File: src/rtl/uart_receiver.sv
// uart_receiver: 16x oversampling UART receive stage feeding the display data bus.
// Frames start + 8 data bits (LSB first) + optional even parity + stop.
// Optional feature macro: UART_PARITY_EN (8E1 frame, live Rx_PERROR); default is 8N1.
module uart_receiver #(
  parameter int unsigned SAMPLE_DIV = 54
) (
  input  logic       clk,
  input  logic       reset,
  input  logic       RxD,
  input  logic       Rx_EN,
  output logic [7:0] Rx_DATA,
  output logic       Rx_VALID,
  output logic       Rx_FERROR,
  output logic       Rx_PERROR
);

  typedef enum logic [2:0] {
    S_IDLE,
    S_START,
    S_DATA,
`ifdef UART_PARITY_EN
    S_PARITY,
`endif
    S_STOP,
    S_BREAK
  } state_t;

  state_t      state;
  state_t      state_next;

  logic [1:0]  sync;
  logic        rxs;
  logic [15:0] tick_cnt;
  logic        tick;
  logic [3:0]  samp_cnt;
  logic [2:0]  bit_cnt;
  logic [7:0]  shreg;

  logic        tick_clr;
  logic        samp_clr;
  logic        bit_clr;
  logic        shift_en;
  logic        load;
  logic        set_ferr;
  logic        clr_flags;
`ifdef UART_PARITY_EN
  logic        par_cap;
  logic        par_bad;
  logic        set_perr;
`endif

  assign rxs  = sync[1];
  assign tick = (tick_cnt == 16'(SAMPLE_DIV - 1));

  // Two-flop synchronizer on the serial line; idles high out of reset
  always_ff @(posedge clk or negedge reset) begin
    if (!reset) sync <= '1;
    else        sync <= {sync[0], RxD};
  end

  // Oversample tick divider, realigned to the accepted start edge
  always_ff @(posedge clk or negedge reset) begin
    if (!reset)        tick_cnt <= '0;
    else if (tick_clr) tick_cnt <= '0;
    else if (tick)     tick_cnt <= '0;
    else               tick_cnt <= tick_cnt + 16'd1;
  end

  // Sample (tick) counter and bit counter
  always_ff @(posedge clk or negedge reset) begin
    if (!reset) begin
      samp_cnt <= '0;
      bit_cnt  <= '0;
    end else begin
      if (samp_clr)  samp_cnt <= '0;
      else if (tick) samp_cnt <= samp_cnt + 4'd1;
      if (bit_clr)       bit_cnt <= '0;
      else if (shift_en) bit_cnt <= bit_cnt + 3'd1;
    end
  end

  // FSM state register
  always_ff @(posedge clk or negedge reset) begin
    if (!reset) state <= S_IDLE;
    else        state <= state_next;
  end

  // Next-state and datapath strobes
  always_comb begin
    state_next = state;
    tick_clr   = 1'b0;
    samp_clr   = 1'b0;
    bit_clr    = 1'b0;
    shift_en   = 1'b0;
    load       = 1'b0;
    set_ferr   = 1'b0;
    clr_flags  = 1'b0;
`ifdef UART_PARITY_EN
    par_cap    = 1'b0;
    set_perr   = 1'b0;
`endif
    case (state)
      S_IDLE: begin
        if (Rx_EN && !rxs) begin
          state_next = S_START;
          tick_clr   = 1'b1;
          samp_clr   = 1'b1;
          bit_clr    = 1'b1;
          clr_flags  = 1'b1;
        end
      end
      S_START: begin
        if (tick && samp_cnt == 4'd7) begin
          if (!rxs) begin
            state_next = S_DATA;
            samp_clr   = 1'b1;
          end else begin
            state_next = S_IDLE;
          end
        end
      end
      S_DATA: begin
        if (tick && samp_cnt == 4'd15) begin
          shift_en = 1'b1;
          if (bit_cnt == 3'd7) begin
`ifdef UART_PARITY_EN
            state_next = S_PARITY;
`else
            state_next = S_STOP;
`endif
          end
        end
      end
`ifdef UART_PARITY_EN
      S_PARITY: begin
        if (tick && samp_cnt == 4'd15) begin
          par_cap    = 1'b1;
          state_next = S_STOP;
        end
      end
`endif
      S_STOP: begin
        if (tick && samp_cnt == 4'd15) begin
          if (rxs) begin
`ifdef UART_PARITY_EN
            if (par_bad) set_perr = 1'b1;
            else         load     = 1'b1;
`else
            load = 1'b1;
`endif
            state_next = S_IDLE;
          end else begin
            set_ferr   = 1'b1;
            state_next = S_BREAK;
          end
        end
      end
      S_BREAK: begin
        if (rxs) state_next = S_IDLE;
      end
      default: state_next = S_IDLE;
    endcase
  end

  // Receive shift register, LSB first
  always_ff @(posedge clk or negedge reset) begin
    if (!reset)        shreg <= '0;
    else if (shift_en) shreg <= {rxs, shreg[7:1]};
  end

`ifdef UART_PARITY_EN
  // Even-parity check against the sampled parity bit
  always_ff @(posedge clk or negedge reset) begin
    if (!reset)       par_bad <= 1'b0;
    else if (par_cap) par_bad <= (rxs != ^shreg);
  end

  // Sticky parity error flag, cleared when the next start is accepted
  always_ff @(posedge clk or negedge reset) begin
    if (!reset)         Rx_PERROR <= 1'b0;
    else if (clr_flags) Rx_PERROR <= 1'b0;
    else if (set_perr)  Rx_PERROR <= 1'b1;
  end
`else
  assign Rx_PERROR = 1'b0;
`endif

  // Output byte register and one-cycle valid pulse
  always_ff @(posedge clk or negedge reset) begin
    if (!reset) begin
      Rx_DATA  <= '0;
      Rx_VALID <= 1'b0;
    end else begin
      Rx_VALID <= load;
      if (load) Rx_DATA <= shreg;
    end
  end

  // Sticky framing error flag, cleared when the next start is accepted
  always_ff @(posedge clk or negedge reset) begin
    if (!reset)         Rx_FERROR <= 1'b0;
    else if (clr_flags) Rx_FERROR <= 1'b0;
    else if (set_ferr)  Rx_FERROR <= 1'b1;
  end

endmodule

File: config.mk
export PLATFORM = sky130hd
export DESIGN_NAME = uart_receiver
export DESIGN_NICKNAME = d
export VERILOG_FILES = /design/src/rtl/uart_receiver.sv
export SDC_FILE = /design/constraint.sdc
export NUM_CORES = 1
export LEC_CHECK = 0
export CORE_MARGIN = 2
export CORE_UTILIZATION = 50
export CTS_BUF_LIST = sky130_fd_sc_hd__clkbuf_8 sky130_fd_sc_hd__clkbuf_16
export CTS_CLUSTER_DIAMETER = 50
export DETAILED_ROUTE_END_ITERATION = 8
export PLACE_DENSITY = 0.67
export SLEW_MARGIN = 30
export SYNTH_ARGS = -nofsm -noshare
export SYNTH_HDL_FRONTEND = slang
export SYNTH_SLANG_ARGS = --single-unit
File: constraint.sdc
create_clock -name clk -period 5.4 [get_ports clk]
set_clock_uncertainty 0.05 [all_clocks]
set_input_delay 1.35 -clock clk [delete_from_list [all_inputs] [get_ports clk]]
set_output_delay 1.35 -clock clk [all_outputs]
set_load 0.05 [all_outputs]
==> flow_summary.yaml <==
outcome:
  status: "finished clean"
layout:
  area_growth_syn_to_layout_pct: 12.6
  fill_cells: 368
  final_util_pct: 58.1
  layout.nets: 221
  final_layout_size_suffix_gt1_share_pct: 15.5
  antenna_cells: 0
placed_design:
  hpwl_um: 2770
  gp_congestion: 0.882
  io_buffer_count: 13
  dp_slack_ns: 2.56
worst_setup_path:
  path_cells: "clkdlybuf4s50_1"
  crit_buf_inv: 1
  reg2reg_to: "shreg[0]"
  critical-path-top-delay-family: "buffers and inverters"
  path_depth: 1
  ff2ff_setup_slack_ns: 3.20
  reg2reg_depth: 6
  r2r-start: "tick_cnt[1]"
  cpMaxStageDelayCell: "clkdlybuf4s50_1"
  cp-start-kind: "flip-flop"
  cp_slowest_stage_delay_ns: 0.81
  crit_required_ns: 4.00
  cp-end-kind: "primary output"
  cp_data_arrival_time_ns: 1.49
  worstSetupStartpoint: "Rx_DATA[1]"
  path_max_fanout: 2
  crit_type: "flip-flop to primary output"
clock_network:
  clockRootBuffer: "clkbuf_8"
  cts-resized-gates: 0
  cts_buffer_depth: 2
  h-tree-depth: 2
  clk_pin_slew_ns: 0.09
  clk_latency_ns: 0.30
  post_cts_buffers: 0
  numCtsBuffers: 5
  cts_tree: "done"
  postCtsHoldBufs: 0
  cts_sinks: 46
route:
  dr_total_vias: 1511
  drc: 0
  viasPerCell: 5.70
  dr.pass1.iters: 4
  drt_wl_total_um: 3940
  wl_per_cell_um: 14.9
  drt_iter0_drc: 112
  postRouteAntennaNets: 0
synth:
  synthFlopType: "dfrtp_1"
  synth_area_per_cell_um2: 11.2
  yosysWarnings: 0
  synth_edf_count: 0
  postSynthCellCount: 199
  async_reset_ff_share_pct: 100
  synth_common_cells: "dfrtp_1, nor2_1, nand2_1"
  synth_seq_cells: 46
  yosys.cell_count.top_type: "dfrtp_1"
  yosysUniqueCellTypes: 38
  synthTopCellsByArea: "dfrtp_1, mux2_4, xnor2_1"
  synth-seq-area-share_pct: 51.7
  synth_nets: 208
  netlist.top_cell.by_area: "dfrtp_1"
  synth_area_um2: 2230
  yosys.area.top_type_share_pct: 49.4
sta:
  finalHoldViolCount: 0
  finalSetupViolCount: 0
  fmax_mhz: 346
  setup_ws_ns: 2.51
  tns_ns: 0
  min_period_over_period_pct: 53.5
  post-route-min-period_ns: 2.89
  worst_slew_pin_slew_ns: 0.571
  drv_slew: 0
  slew_headroom_pct: 61.9
  rsz0062_at_grt: "false"
power_and_ir_drop:
  pwr-share-clk_pct: 45.9
  swShare_pct: 19.2
  comb_power_share_pct: 1.6
  p_leak_nw: 1.16
  p_int_mw: 0.533
  vdd_ir_drop_max_v: 0.000172
  p_sw_mw: 0.127
  p_per_area_nw_per_um2: 263
  seqPwrFrac_pct: 52.5
global_route:
  grt_overflow: 0
  grt_pass1_wl_um: 7220
  grt_pass1_vias: 1551
  grtUsageTotal_pct: 17.8
  grt_max_degree: 47
  antenna_found_initial: 0
worst_hold_path:
  min_to: "sync[1]"
  min_from: "sync[0]"
  hold_path_depth: 0
  holdCritPathClass: "flip-flop to flip-flop"
floorplanning:
  io_pins: 15
  row_count: 24
  fp.dieW_um: 70.8
  start_util_pct: 51.6
  core_um2: 4320
  dieArea_um2: 5010
  die_height_um: 70.8
job:
  maxCapViolCount: 0
==> metal layers <==
layer	track usage [%]	vias to the layer above	part of all wire [%]
met3	4.42	4	3.3
li1	-	721	-
met4	4.40	0	0.71
met2	28.0	24	47
met5	0	-	0
met1	25.0	762	49
==> state kept, by name (all words and copies together), names as in the netlist <==
| name | cells |
|---|---|
| Rx_DATA | 8 |
| Rx_FERROR | 1 |
| Rx_VALID | 1 |
| bit_cnt | 3 |
| samp_cnt | 4 |
| shreg | 8 |
| state | 3 |
| sync | 2 |
| tick_cnt | 16 |
==> layout by cell type, fill, tap and decap left out, drive strengths merged, types with 3 or more instances in the layout <==
master / instances
a21oi: 6
and3: 4
clkbuf: 5
clkdlybuf4s50: 12
dfrtp: 44
ha: 5
inv: 7
mux2: 16
mux2i: 3
nand2: 15
nand3: 11
nand4: 8
nor2: 21
nor3: 6
nor4: 7
o21ai: 4
or3: 4
or4: 4
xnor2: 11
xor2: 3
==> power by group through the flow <==
stage	Clock, mW	Combinational, mW	Sequential (mW)
finish	0.303	0.0105	0.346
detailed placement	0	0.0108	0.353
floorplan	0	0.00257	0.353
global route	0.328	0.0123	0.347
global placement	0	0.0104	0.353
CTS	0.309	0.0108	0.346
==> through the flow <==
stage	total power [mW]	hold WS [ns]	std cells	instance area [um^2]
6_report	0.660	0.310	265	2510
5_1_grt	0.687	0.318	265	2510
4_1_cts	0.666	0.312	265	2510
3_5_place_dp	0.364	0.299	257	2370
3_3_place_gp	0.364	0.297	257	2370
2_1_floorplan	0.356	0.295	199	2230
==> how the worst max path moves through the flow <==
stage	to	slack [ns]
after floorplan	tick_cnt[10]	3.19
final	Rx_DATA[1]	2.51
after global routing	Rx_DATA[1]	2.47
after detailed placement	tick_cnt[5]	2.56
after CTS	Rx_DATA[1]	2.50
after global placement	tick_cnt[4]	2.62
==> final cells by class <==
| class | count | area [um^2] | area share (%) |
|---|---|---|---|
| sequential | 46 | 1150 | 45.9 |
| inverter | 7 | 26.3 | 1.05 |
| tap | 52 | 65.1 | 2.59 |
| multi-input combinational | 139 | 1000 | 39.9 |
| timing repair buffer | 13 | 128 | 5.08 |
| clock inverter | 3 | 68.8 | 2.74 |
| clock buffer | 5 | 68.8 | 2.74 |
==> cells by family (layout without fill, tap and decap cells) <==
family          after synthesis  count (layout)  share of synthesized area [%]
compound gates               13              13                           3.31
xor+xnor                     14              14                           5.50
fa+ha+maj                     5               5                           2.80
buf+inv                      14              28                           3.37
flops                        46              46                           51.7
mux                          19              19                           10.8
other cells                   1               1                          0.168
simple gates                 87              87                           22.4
(Power assumes the default switching activity.)
